<file path="src/rtl/vga_pkg.sv">
// Shared types and constants for the VGA raster timing generator.
// Holds FSM states, standard mode timing sets and sync polarity values.
package vga_pkg;

  typedef enum logic [1:0] {
    ST_IDLE  = 2'd0,
    ST_RUN   = 2'd1,
    ST_DRAIN = 2'd2
  } vga_state_e;

  localparam logic SYNC_ACT_LOW  = 1'b0;
  localparam logic SYNC_ACT_HIGH = 1'b1;

  // 640x480 @ 60 Hz, 25.175 MHz pixel clock
  localparam int VGA640_H_DISP = 640;
  localparam int VGA640_H_FP   = 16;
  localparam int VGA640_H_SYNC = 96;
  localparam int VGA640_H_BP   = 48;
  localparam int VGA640_V_DISP = 480;
  localparam int VGA640_V_FP   = 10;
  localparam int VGA640_V_SYNC = 2;
  localparam int VGA640_V_BP   = 33;

  // 800x600 @ 60 Hz, 40 MHz pixel clock, positive syncs
  localparam int SVGA800_H_DISP = 800;
  localparam int SVGA800_H_FP   = 40;
  localparam int SVGA800_H_SYNC = 128;
  localparam int SVGA800_H_BP   = 88;
  localparam int SVGA800_V_DISP = 600;
  localparam int SVGA800_V_FP   = 1;
  localparam int SVGA800_V_SYNC = 4;
  localparam int SVGA800_V_BP   = 23;

endpackage

</file>
<file path="src/rtl/vga_tick_div.sv">
// Pixel-enable generator: free-running counter, tick high on the last clk of each pixel.
// Latency: combinational from the counter register; no backpressure, always running.
module vga_tick_div #(
  parameter int CLK_DIV = 2,
  localparam int DW = (CLK_DIV > 1) ? $clog2(CLK_DIV) : 1
) (
  input  logic clk,
  input  logic reset,
  output logic tick_o
);

  localparam logic [DW-1:0] LAST = DW'(CLK_DIV - 1);

  logic [DW-1:0] div_q;
  logic [DW-1:0] div_d;

  // With CLK_DIV==1 LAST is 0 and the counter never leaves 0, so tick stays high.
  assign tick_o = (div_q == LAST);
  assign div_d  = tick_o ? '0 : div_q + DW'(1);

  always_ff @(posedge clk) begin
    if (reset) div_q <= '0;
    else       div_q <= div_d;
  end

endmodule

</file>
<file path="src/rtl/vga_timing_gen.sv">
// Parametrised VGA/DVI raster timing generator with frame-complete run/stop control.
// All outputs registered on the counter edge; optional frame_cnt via VGA_TIMING_FRAME_CNT_EN.
module vga_timing_gen
  import vga_pkg::*;
#(
  parameter int   H_DISP  = VGA640_H_DISP,
  parameter int   H_FP    = VGA640_H_FP,
  parameter int   H_SYNC  = VGA640_H_SYNC,
  parameter int   H_BP    = VGA640_H_BP,
  parameter int   V_DISP  = VGA640_V_DISP,
  parameter int   V_FP    = VGA640_V_FP,
  parameter int   V_SYNC  = VGA640_V_SYNC,
  parameter int   V_BP    = VGA640_V_BP,
  parameter logic HS_POL  = SYNC_ACT_LOW,
  parameter logic VS_POL  = SYNC_ACT_LOW,
  parameter int   CLK_DIV = 2,
  localparam int  H_TOT   = H_DISP + H_FP + H_SYNC + H_BP,
  localparam int  V_TOT   = V_DISP + V_FP + V_SYNC + V_BP,
  localparam int  H_W     = $clog2(H_TOT),
  localparam int  V_W     = $clog2(V_TOT)
) (
  input  logic           clk,
  input  logic           reset,
  input  logic           run,
  output logic           p_tick,
  output logic           hsync,
  output logic           vsync,
  output logic           de,
  output logic [H_W-1:0] pixel_x,
  output logic [V_W-1:0] pixel_y,
  output logic           sol,
  output logic           sof,
`ifdef VGA_TIMING_FRAME_CNT_EN
  output logic [15:0]    frame_cnt,
`endif
  output logic           busy
);

  localparam logic [H_W-1:0] X_LAST   = H_W'(H_TOT - 1);
  localparam logic [V_W-1:0] Y_LAST   = V_W'(V_TOT - 1);
  localparam int             HS_START = H_DISP + H_FP;
  localparam int             HS_END   = H_DISP + H_FP + H_SYNC;
  localparam int             VS_START = V_DISP + V_FP;
  localparam int             VS_END   = V_DISP + V_FP + V_SYNC;

  logic tick;

  vga_tick_div #(.CLK_DIV(CLK_DIV)) u_tick_div (
    .clk    (clk),
    .reset  (reset),
    .tick_o (tick)
  );

  vga_state_e     state_q, state_d;
  logic [H_W-1:0] x_q, x_d, nx, ld_x;
  logic [V_W-1:0] y_q, y_d, ny, ld_y;
  logic           p_tick_q, p_tick_d;
  logic           hs_q, hs_d, vs_q, vs_d, de_q, de_d;
  logic           sol_q, sol_d, sof_q, sof_d, busy_q, busy_d;
  logic           ld, go_idle, last_px;

  assign last_px = (x_q == X_LAST) && (y_q == Y_LAST);
  assign nx      = (x_q == X_LAST) ? '0 : x_q + H_W'(1);
  assign ny      = (x_q != X_LAST) ? y_q : ((y_q == Y_LAST) ? '0 : y_q + V_W'(1));

  always_comb begin
    state_d  = state_q;
    x_d      = x_q;
    y_d      = y_q;
    hs_d     = hs_q;
    vs_d     = vs_q;
    de_d     = de_q;
    p_tick_d = tick;
    sol_d    = 1'b0;
    sof_d    = 1'b0;
    ld       = 1'b0;
    go_idle  = 1'b0;
    ld_x     = nx;
    ld_y     = ny;

    case (state_q)
      ST_IDLE: begin
        if (tick && run) begin
          state_d = ST_RUN;
          ld      = 1'b1;
          ld_x    = '0;
          ld_y    = '0;
        end
      end
      ST_RUN, ST_DRAIN: begin
        state_d = run ? ST_RUN : ST_DRAIN;
        // A stop only takes effect on the final pixel, so frames are always whole.
        if (tick && last_px && !run) begin
          state_d = ST_IDLE;
          go_idle = 1'b1;
        end else if (tick) begin
          ld = 1'b1;
        end
      end
      default: begin
        state_d = ST_IDLE;
        go_idle = 1'b1;
      end
    endcase

    if (ld) begin
      x_d   = ld_x;
      y_d   = ld_y;
      de_d  = (int'(ld_x) < H_DISP) && (int'(ld_y) < V_DISP);
      hs_d  = ((int'(ld_x) >= HS_START) && (int'(ld_x) < HS_END)) ? HS_POL : ~HS_POL;
      vs_d  = ((int'(ld_y) >= VS_START) && (int'(ld_y) < VS_END)) ? VS_POL : ~VS_POL;
      sol_d = (ld_x == '0);
      sof_d = (ld_x == '0) && (ld_y == '0);
    end
    if (go_idle) begin
      x_d  = '0;
      y_d  = '0;
      de_d = 1'b0;
      hs_d = ~HS_POL;
      vs_d = ~VS_POL;
    end
    busy_d = (state_d != ST_IDLE);
  end

  always_ff @(posedge clk) begin
    if (reset) begin
      state_q  <= ST_IDLE;
      x_q      <= '0;
      y_q      <= '0;
      p_tick_q <= 1'b0;
      hs_q     <= ~HS_POL;
      vs_q     <= ~VS_POL;
      de_q     <= 1'b0;
      sol_q    <= 1'b0;
      sof_q    <= 1'b0;
      busy_q   <= 1'b0;
    end else begin
      state_q  <= state_d;
      x_q      <= x_d;
      y_q      <= y_d;
      p_tick_q <= p_tick_d;
      hs_q     <= hs_d;
      vs_q     <= vs_d;
      de_q     <= de_d;
      sol_q    <= sol_d;
      sof_q    <= sof_d;
      busy_q   <= busy_d;
    end
  end

`ifdef VGA_TIMING_FRAME_CNT_EN
  logic [15:0] frame_cnt_q;
  logic [15:0] frame_cnt_d;

  assign frame_cnt_d = sof_d ? frame_cnt_q + 16'd1 : frame_cnt_q;

  always_ff @(posedge clk) begin
    if (reset) frame_cnt_q <= '0;
    else       frame_cnt_q <= frame_cnt_d;
  end

  assign frame_cnt = frame_cnt_q;
`endif

  assign p_tick  = p_tick_q;
  assign hsync   = hs_q;
  assign vsync   = vs_q;
  assign de      = de_q;
  assign pixel_x = x_q;
  assign pixel_y = y_q;
  assign sol     = sol_q;
  assign sof     = sof_q;
  assign busy    = busy_q;

endmodule

</file>
<file path="config.mk">
export PLATFORM = sky130hd
export DESIGN_NAME = vga_timing_gen
export DESIGN_NICKNAME = d
export VERILOG_FILES = /design/src/rtl/vga_pkg.sv /design/src/rtl/vga_tick_div.sv /design/src/rtl/vga_timing_gen.sv
export SDC_FILE = /design/constraint.sdc
export NUM_CORES = 1
export LEC_CHECK = 0
export BUFFER_PORTS_ARGS = -buffer_cell sky130_fd_sc_hd__buf_2
export CORE_MARGIN = 4
export CORE_UTILIZATION = 30
export DETAILED_ROUTE_END_ITERATION = 8
export PLACE_DENSITY = 0.5
export REMOVE_ABC_BUFFERS = 1
export SLEW_MARGIN = 20
export SYNTH_ARGS = -nofsm -noshare
export SYNTH_HDL_FRONTEND = slang
export SYNTH_SLANG_ARGS = --single-unit
</file>
<file path="constraint.sdc">
create_clock -name clk -period 5.93 [get_ports clk]
set_clock_uncertainty 0.1 [all_clocks]
set_input_delay 0.2965 -clock clk [delete_from_list [all_inputs] [get_ports clk]]
set_output_delay 0.2965 -clock clk [all_outputs]
set_load 0.01 [all_outputs]
</file>
==> results.cfg <==
[run_status]
status = completed

[sta]
worstMarginPinSlew_ns = 0.6741
final_hold_viol_count = 0
post-route-min-period_ns = 2.798
finalCritPeriodShare_pct = 47.18
finalSetupViolCount = 0
fmax_mhz = 357.5
rsz0062_at_grt = no
slew_viol_final = 0
worst_slack_ns = 3.132
setup-tns-final_ns = 0
slew_headroom_pct = 54.82

[clocking]
clkLatencyLatePin_ns = 0.28
post_cts_buffers = 0
cts_buffers = 5
cts_tree = yes
cts_max_level = 2
clkSlewWorstSetupHoldPaths_ns = 0.07
cts_resized = 0
clock_sinks = 30
cts_root_buf = clkbuf_8
cts.path.max_buffers = 2
holdBufCountCts = 0

[power]
combPwrFrac_pct = 15.2
clockPowerShare_pct = 40.9
seqPwrFrac_pct = 43.9
intPower_mw = 0.3506
power.density_nw_per_um2 = 205.5
leakagePower_nw = 0.8391
swShare_pct = 27.66
worst_ir_drop_vdd_mv = 0.1230
switchingPower_mw = 0.1341

[routing]
ant_nets = 0
route.detailed.drc = 0
first_pass_iters = 4
wl_met2_um = 2556
drt_iter0_markers = 135
met3WireLength_um = 381
routed_wl_um = 5708
drt-met1-wl_um = 2681
num_vias = 2065
wl_per_cell_um = 15.55
top_layer = met4
vias_per_cell = 5.627

[global_routing]
gr-usage-all-layers_pct = 14.33
grt_pass1_vias = 1942
grt_pass1_wl_um = 9763
grt_max_degree = 33
grt_overflow = 0
antenna_found_initial = 0

[worst_hold_path]
hold-path-endpoint = u_tick_div.tick_o$_SDFF_PP0_
holdPathStages = 2
worstHoldStart = reset
worstHoldPathType = in -> reg

[synth]
ys.flop_type = dfxtp_1
syn_area_um2 = 2058
synth_compound_area_share_pct = 23.10
synthAdderAreaFrac_pct = 3.040
synthMuxAreaShare_pct = 1.033
syn_area_per_cell_um2 = 7.595
async_flop_share_pct = 0
synth_xor_area_share_pct = 3.830
synth_warnings = 0
synth_cells = 271
synth_top_family_by_area = simple AND/OR/NAND/NOR gates
synth-simple-area-share_pct = 34.04
netlist-cell-type-count = 55
seq_area_frac_synth_pct = 29.18
synth_edf_count = 0
synth_seq_cells = 30

[cells_and_area]
drive_above_1_share_pct = 17.93
syn_to_final_growth_pct = 14.59
multi_input_area_um2 = 1361
nets = 297
diodes = 0
seqCellArea_um2 = 600.6
fillers = 688

[worst_setup_path]
crit_type = reg -> reg
path_cells = ha_1 > nand4_1 > nor3_2 > nand3_1 > xor2_1 > nor4b_1 > a21oi_1
slowest_delay_ns = 0.60
reg2reg_slack_ns = 3.13
cp-end-kind = flop
ff2ff_path_depth = 7
regToRegStartpoint = pixel_x[0]$_SDFFE_PP0N_
crit_path_max_fanout = 10
arrival_ns = 2.86
critPathSlowestCell = nor3_2
r2r_end = vsync$_SDFFE_PP1N_
start_kind = flop
worstPathRequired_ns = 5.99

[placed_design]
io_buffers = 29
gp_congestion = 0.8001
dp_hpwl_um = 3990
preCtsSetupSlack_ns = 2.813

[floorplan]
dieArea_um2 = 8250
io_pins = 30
fp.dieW_um = 90.83
fp.coreArea_um2 = 6495
rows = 29
start_util_pct = 31.69
die_height_um = 90.83

[job]
drv_cap = 0
==> sequential cells by signal (all words and copies together) (netlist names) <==
register           cells
de                     1
sol                    1
p_tick                 1
busy                   1
pixel_y               10
state_q                2
hsync                  1
vsync                  1
sof                    1
pixel_x               10
u_tick_div.tick_o      1
==> worst max-delay path by stage <==
stage,start,to,cells past startpoint
floorplan,pixel_x[0]$_SDFFE_PP0N_,de$_SDFFE_PP0N_,7
global placement,pixel_x[0]$_SDFFE_PP0N_,pixel_x[6]$_SDFFE_PP0N_,7
detailed placement,pixel_x[0]$_SDFFE_PP0N_,pixel_x[6]$_SDFFE_PP0N_,7
CTS,pixel_x[0]$_SDFFE_PP0N_,pixel_x[6]$_SDFFE_PP0N_,7
global route,pixel_x[0]$_SDFFE_PP0N_,vsync$_SDFFE_PP1N_,7
finish,pixel_x[0]$_SDFFE_PP0N_,vsync$_SDFFE_PP1N_,7
==> cell usage in the layout (no fill, tap or decap), types with 7 or more instances in the layout <==
master    netlist  layout
clkbuf_8        0       8
nand3_1        13      13
nand4_1         7       7
nor2_1         24      24
dfxtp_1        30      30
o21ai_0        21      21
nand2_1        22      22
nor4_1          7       7
a21oi_1        26      26
buf_2           8      29
==> cell families after synthesis <==
group	Yosys count
XOR/XNOR	9
AO/OA/AOI/OAI	77
adder cells (fa/ha/maj)	5
AND/OR/NAND/NOR	123
flip-flops	30
multiplexers	2
buffers and inverters	25
==> metrics by stage <==
| step | power, mW | cell area [um^2] | hold WS [ns] | utilization (%) | cells |
|---|---|---|---|---|---|
| detailed placement | 0.2868 | 2226 | 0.3655 | 34.27 | 357 |
| floorplan | 0.2611 | 1954 | 0.2632 | - | 250 |
| finish | 0.4847 | 2359 | 0.1686 | 36.31 | 367 |
| global route | 0.5073 | 2359 | 0.1781 | 36.31 | 367 |
| CTS | 0.4865 | 2336 | 0.1635 | 35.97 | 365 |
| global placement | 0.2868 | 2226 | 0.3459 | 34.27 | 357 |
==> cells in the mapped netlist, drive strengths merged (4+ instances only) <==
cell	n	area [um^2]
nor3	7	40.04
a31oi	6	37.54
buf	12	70.07
inv	4	15.01
clkbuf	9	33.78
o21ai	21	105.1
nor4	7	43.79
nor2b	4	25.02
ha	5	62.56
nand3b	4	30.03
and2	5	33.78
and3	5	31.28
nand2	22	82.58
nor4b	4	50.05
xnor2	5	43.79
a21oi	27	138.9
nand3	14	75.07
xor2	4	35.03
nor2	24	90.09
dfxtp	30	600.6
nand4	8	56.30
or3	6	42.54
==> power groups by stage <==
| stage | logic (mW) | registers, mW | clock network, mW |
|---|---|---|---|
| floorplan | 0.0423 | 0.219 | 0 |
| global placement | 0.0696 | 0.217 | 0 |
| detailed placement | 0.0695 | 0.217 | 0 |
| CTS | 0.0697 | 0.213 | 0.204 |
| global route | 0.0821 | 0.214 | 0.211 |
| finish | 0.0735 | 0.213 | 0.198 |
==> worst max-delay path: cells and delay by family, from the launching register on <==
| kind | cells | cell delay, ns |
|---|---|---|
| and+or+nand+nor | 4 | 1.52 |
| DFF | 1 | 0.43 |
| adders and majority gates | 1 | 0.31 |
| xor gates and xnor gates | 1 | 0.21 |
| AOI/OAI and AO/OA | 1 | 0.10 |
==> final cells by class <==
type,instances,share of cell area [%]
multi-input combinational,216,57.72
sequential,30,25.46
timing repair buffer,32,7.427
clock buffer,8,4.668
tap,77,4.085
inverter,4,0.6366
==> routing by layer <==
metal	track usage [%]	vias up
li1	-	1038
met1	20.11	956
met2	22.11	61
met3	2.833	10
met4	4.271	0
met5	0	-
No activity file was read; power rests on OpenSTA's default activity.
